==> src/rtl/seg_scan.sv <==
// seg_scan: 8-digit multiplexed seven-segment scanner with
// inter-digit blanking and a once-per-frame shadow latch.
module seg_scan #(
  parameter int GAP = 4
) (
  input  logic        clk,
  input  logic        rst,
  input  logic        segclk_i,
  input  logic [31:0] data_i,
  input  logic [7:0]  dp_i,
  input  logic [7:0]  en_i,
  input  logic        lzs_i,
  output logic [7:0]  an_o,
  output logic [6:0]  seg_o,
  output logic        dp_o,
  output logic        frame_o
);

  typedef enum logic {HOLD, BLANK} state_t;

  localparam logic [7:0] GAP_LD = 8'(GAP - 1);

  state_t      state;
  logic        sync1;
  logic        sync2;
  logic        dly;
  logic        tick;
  logic [2:0]  idx;
  logic [2:0]  idx_nxt;
  logic [7:0]  cnt;
  logic [31:0] sh_data;
  logic [7:0]  sh_dp;
  logic [7:0]  sh_en;
  logic        sh_lzs;
  logic [3:0]  nib;
  logic        sup;
  logic        lit;
  logic [6:0]  glyph;

  assign tick    = sync2 & ~dly;
  assign idx_nxt = idx + 3'd1;
  assign nib     = sh_data[{idx, 2'b00} +: 4];

  // Suppressed when this digit and every higher one is zero.
  assign sup = sh_lzs && (idx != 3'd0) &&
               ((sh_data >> {idx, 2'b00}) == 32'd0);
  assign lit = sh_en[idx] && !sup;

  always_comb begin
    glyph = 7'h7F;
    unique case (nib)
      4'h0: glyph = 7'b1000000;
      4'h1: glyph = 7'b1111001;
      4'h2: glyph = 7'b0100100;
      4'h3: glyph = 7'b0110000;
      4'h4: glyph = 7'b0011001;
      4'h5: glyph = 7'b0010010;
      4'h6: glyph = 7'b0000010;
      4'h7: glyph = 7'b1111000;
      4'h8: glyph = 7'b0000000;
      4'h9: glyph = 7'b0010000;
      4'hA: glyph = 7'b0001000;
      4'hB: glyph = 7'b0000011;
      4'hC: glyph = 7'b1000110;
      4'hD: glyph = 7'b0100001;
      4'hE: glyph = 7'b0000110;
      4'hF: glyph = 7'b0001110;
    endcase
  end

  always_ff @(posedge clk or negedge rst) begin
    if (!rst) begin
      sync1   <= 1'b0;
      sync2   <= 1'b0;
      dly     <= 1'b0;
      state   <= HOLD;
      idx     <= 3'd7;
      cnt     <= 8'd0;
      sh_data <= 32'd0;
      sh_dp   <= 8'd0;
      sh_en   <= 8'd0;
      sh_lzs  <= 1'b0;
      an_o    <= 8'hFF;
      seg_o   <= 7'h7F;
      dp_o    <= 1'b1;
      frame_o <= 1'b0;
    end else begin
      sync1   <= segclk_i;
      sync2   <= sync1;
      dly     <= sync2;
      frame_o <= 1'b0;
      unique case (state)
        HOLD: begin
          if (tick) begin
            state <= BLANK;
            cnt   <= GAP_LD;
            idx   <= idx_nxt;
            an_o  <= 8'hFF;
            seg_o <= 7'h7F;
            dp_o  <= 1'b1;
            if (idx_nxt == 3'd0) begin
              sh_data <= data_i;
              sh_dp   <= dp_i;
              sh_en   <= en_i;
              sh_lzs  <= lzs_i;
              frame_o <= 1'b1;
            end
          end
        end
        BLANK: begin
          if (cnt != 8'd0) begin
            cnt <= cnt - 8'd1;
          end else begin
            state <= HOLD;
            if (lit) begin
              an_o  <= ~(8'd1 << idx);
              seg_o <= glyph;
              dp_o  <= ~sh_dp[idx];
            end
          end
        end
      endcase
    end
  end

endmodule

==> config.mk <==
export PLATFORM = sky130hd
export DESIGN_NAME = seg_scan
export DESIGN_NICKNAME = d
export VERILOG_FILES = /design/src/rtl/seg_scan.sv
export SDC_FILE = /design/constraint.sdc
export NUM_CORES = 1
export LEC_CHECK = 0
export CAP_MARGIN = 20
export CORE_UTILIZATION = 53
export DETAILED_ROUTE_END_ITERATION = 10
export PLACE_DENSITY_LB_ADDON = 0.25
export SYNTH_ARGS = -nofsm -noshare
export SYNTH_HDL_FRONTEND = slang
export SYNTH_SLANG_ARGS = --single-unit
==> constraint.sdc <==
create_clock -name clk -period 3.9 [get_ports clk]
set_clock_uncertainty 0.2 [all_clocks]
set_input_delay 0.39 -clock clk [delete_from_list [all_inputs] [get_ports clk]]
set_output_delay 0.39 -clock clk [all_outputs]
set_load 0.05 [all_outputs]
==> impl_metrics.py <==
metrics = {
    "power": {
        "leakagePower_uw": 0.00226,
        "max-vdd-ir-drop_uv": 394,
        "power_density_nw_per_um2": 809,
        "p_total_uw": 4180,
    },
    "global_routing": {
        "overflow": 0,
        "grt_first_pass_wirelength_mm": 14.9,
        "grt_pass1_vias": 2974,
        "largest_net_degree_at_the_start_of_global_routing": 82,
        "grt.total_usage_pct": 23.4,
        "antenna_found_initial": 0,
    },
    "cts": {
        "clock-root-buffer": "sky130_fd_sc_hd__clkbuf_8",
        "post_cts_resized": 0,
        "cts_max_path_buffers": 2,
        "worst_skew_pair_later_pin_latency_ps": 350,
        "tritoncts_clock_tree": "done",
        "cts-buffers-inserted": 9,
        "clock_input_transition_at_the_sequential_cells_of_the_worst_setup_and_hold_paths_ps": 90,
        "post_cts.repair.setup_buffers": 0,
        "numClockSinks": 81,
        "h-tree-depth": 3,
        "cts_hold_buf": 0,
    },
    "placed_design": {
        "global_placer_s_final_weighted_congestion": 0.958,
        "portBuffers": 68,
        "dpl-instance-area_um2": 4940,
        "hpwl_mm": 6.21,
        "worst_setup_slack_before_clock_tree_synthesis_ps": 557,
    },
    "synthesis": {
        "synth-edff-count": 0,
        "synth_compound_area_share_pct": 5.46,
        "main_combinational_cell_family_by_area_after_synthesis": "multiplexers",
        "synth_area_leader_cell": "sky130_fd_sc_hd__dfrtp_1",
        "synth_top_cells_by_area": "sky130_fd_sc_hd__dfrtp_1 (37%), sky130_fd_sc_hd__mux2_2 (15%), sky130_fd_sc_hd__dfstp_2 (12%), sky130_fd_sc_hd__mux4_2 (7.0%), sky130_fd_sc_hd__ha_1 (4.2%)",
        "synth_cells": 325,
        "mappedNetlistArea_um2": 4170,
        "ys_dominant_reg_cell": "sky130_fd_sc_hd__dfrtp_1",
        "synth_seq_cells": 81,
        "synth_top_cells_by_count": "sky130_fd_sc_hd__dfrtp_1 (62), sky130_fd_sc_hd__mux2_2 (55), sky130_fd_sc_hd__nor2_1 (21)",
        "synth_most_common_cell": "sky130_fd_sc_hd__dfrtp_1",
        "synth_xor_area_share_pct": 1.47,
        "synth-seq-area-share_pct": 49.2,
        "synth_adder_area_share_pct": 4.20,
        "post_synth_and_or_nand_nor_area_fraction_pct": 8.07,
        "syn_nets": 391,
        "synth_area_per_cell_um2": 12.8,
        "post_synth_mux_area_share_pct": 28.1,
        "asyncSetResetFlopFracSynth_pct": 100,
        "synth.top_cell.area_share_pct": 37.2,
        "synth.lib_cells_used.distinct": 42,
        "synthesis.yosys.warnings": 0,
    },
    "sta": {
        "final_critical_path_setup_slack_ps": 554,
        "report.final.setup_viol": 0,
        "final_period_minus_worst_setup_slack_ps": 3350,
        "worst_pin_slew_ps": 965,
        "setup_tns_ps": 0,
        "final_hold_viol_count": 14,
        "rsz0062_at_grt": "false",
        "fin_crit_sh_pct": 85.8,
        "hold_slack_ps": -27.1,
        "finalMaxSlewViolations": 0,
        "max_freq_mhz": 299,
        "maxSlewHeadroom_pct": 34.0,
    },
    "floorplan": {
        "die_area_um2": 8230,
        "die_w_um": 90.7,
        "row_count": 31,
        "die_h_um": 90.7,
        "floorplan.core_area_um2": 7450,
        "initial_utilization_pct": 56.0,
        "io-pin-count": 69,
    },
    "routing": {
        "drt_first_pass_iters": 4,
        "drc": 0,
        "detail_route.wirelength_mm": 8.61,
        "vias_per_cell": 5.76,
        "route.detailed.wl_per_inst_um": 17.3,
        "num_vias": 2861,
        "drt-initial-drc-count": 122,
        "antenna_violating_nets_post_route": 0,
    },
    "cells_and_area": {
        "postLayoutCellArea_um2": 5170,
        "area.sequential_um2": 2050,
        "area_occupied_by_multi_input_gates_um2": 1970,
        "synthToLayoutAreaGrowth_pct": 23.9,
        "final_net_count": 459,
        "fillerInstances": 543,
        "proportion_of_layout_cells_with_a_drive_suffix_above_1_pct": 30.7,
        "antenna_cells": 0,
    },
    "outcome": {
        "violations": "negative hold slack",
        "status": "complete, but fails checks",
    },
    "setup_path": {
        "cp.required_ps": 3980,
        "worst_setup_path_end_kind": "flop",
        "maximum_net_fanout_on_the_critical_path": 15,
        "timing.critical_path.arrival_ps": 3420,
        "criticalPathCategory": "reg2reg",
        "nature_of_the_critical_path_startpoint": "flop",
        "worst_r2r_path_depth": 8,
    },
    "run": {
        "max-cap-violations": 0,
    },
    "worst_hold_path": {
        "hold_path.class": "in2async",
    },
}
-- routing by layer --
| metal | track usage (%) | up-vias | wire (um) |
|---|---|---|---|
| met2 | 38.1 | 84 | 4270 |
| met4 | 9.68 | 0 | 180 |
| li1 | - | 1328 | - |
| met3 | 4.21 | 17 | 408 |
| met5 | 0 | - | 0 |
| met1 | 30.9 | 1432 | 3750 |
-- cells by family (layout without fill, tap and decap cells) --
kind of cell / Yosys count / in the layout
mux: 89 / 89
flops: 81 / 81
simple gates: 72 / 72
compound gates: 32 / 32
buf+inv: 30 / 103
fa+ha+maj: 14 / 14
xor+xnor: 7 / 7
-- stage by stage --
| stage | instances | util [%] |
|---|---|---|
| 2_1_floorplan | 325 | - |
| 3_3_place_gp | 481 | 66.3 |
| 3_5_place_dp | 481 | 66.3 |
| 4_1_cts | 497 | 69.4 |
| 5_1_grt | 497 | 69.4 |
| 6_report | 497 | 69.4 |
-- where the power goes --
group          leakage (uW)  switching, uW  internal [uW]
logic               0.00114            986            967
clock network      0.000109            302            396
registers           0.00101            329           1200
total               0.00226           1620           2560
-- path summary, 6_finish.rpt --
kind / end / slack, ps / start
worst max-delay path: seg_o[0] / 550 / idx[0]
worst min-delay path: frame_o / -30 / rst
worst max register to register: seg_o[0] / 550 / idx[0]
worst min register to register: sync2 / 170 / sync1
max in group asynchronous: state / 2860 / rst
min in group clk: sync2 / 170 / sync1
-- state kept, by name, summed over array words and instances (netlist names) --
| register | cells |
|---|---|
| sh_data | 32 |
| an_o | 8 |
| cnt | 8 |
| sh_dp | 8 |
| sh_en | 8 |
| seg_o | 7 |
| idx | 3 |
| dly | 1 |
| dp_o | 1 |
| frame_o | 1 |
| sh_lzs | 1 |
| state | 1 |
| sync1 | 1 |
| sync2 | 1 |
-- critical path, stage by stage, from the launching register on --
cell                       delay, ps
sky130_fd_sc_hd__dfstp_2         740
sky130_fd_sc_hd__mux4_2          560
sky130_fd_sc_hd__mux2i_1         200
sky130_fd_sc_hd__ha_1            240
sky130_fd_sc_hd__o211ai_1        100
sky130_fd_sc_hd__a211oi_1        170
sky130_fd_sc_hd__a31oi_1         160
sky130_fd_sc_hd__a211o_1         530
sky130_fd_sc_hd__mux2_4          380
-- placed cells by master (no fill, tap or decap), types with 2 or more instances in the layout --
master                             n
sky130_fd_sc_hd__nand2_1          17
sky130_fd_sc_hd__nor3b_1           2
sky130_fd_sc_hd__nor2_1           21
sky130_fd_sc_hd__o211ai_1          3
sky130_fd_sc_hd__dfrtp_1          62
sky130_fd_sc_hd__inv_1            10
sky130_fd_sc_hd__mux2_2           55
sky130_fd_sc_hd__mux2i_1          11
sky130_fd_sc_hd__nor3_1           10
sky130_fd_sc_hd__a211oi_1          4
sky130_fd_sc_hd__mux4_2           13
sky130_fd_sc_hd__mux2_4            9
sky130_fd_sc_hd__clkbuf_8         11
sky130_fd_sc_hd__nor4_1            9
sky130_fd_sc_hd__nand3_1           7
sky130_fd_sc_hd__xnor2_1           4
sky130_fd_sc_hd__a21oi_1           4
sky130_fd_sc_hd__xor2_1            3
sky130_fd_sc_hd__o21ai_0           8
sky130_fd_sc_hd__clkdlybuf4s50_1  67
sky130_fd_sc_hd__buf_4             7
sky130_fd_sc_hd__and3_1            3
sky130_fd_sc_hd__clkinvlp_4        2
sky130_fd_sc_hd__a221oi_1          2
sky130_fd_sc_hd__ha_1             14
sky130_fd_sc_hd__clkinv_1          2
sky130_fd_sc_hd__dfstp_2          19
sky130_fd_sc_hd__bufinv_16         2
-- layout make-up --
type                    count  share of cell area [%]
flip-flops and latches     81                    39.7
multi-input cells         214                    38.2
repair buffers             75                    14.4
clock buffers              12                    3.00
well taps                  99                    2.40
clock inverters             4                    1.45
inverters                  12                   0.872
Power figures use the tool's default switching activity.
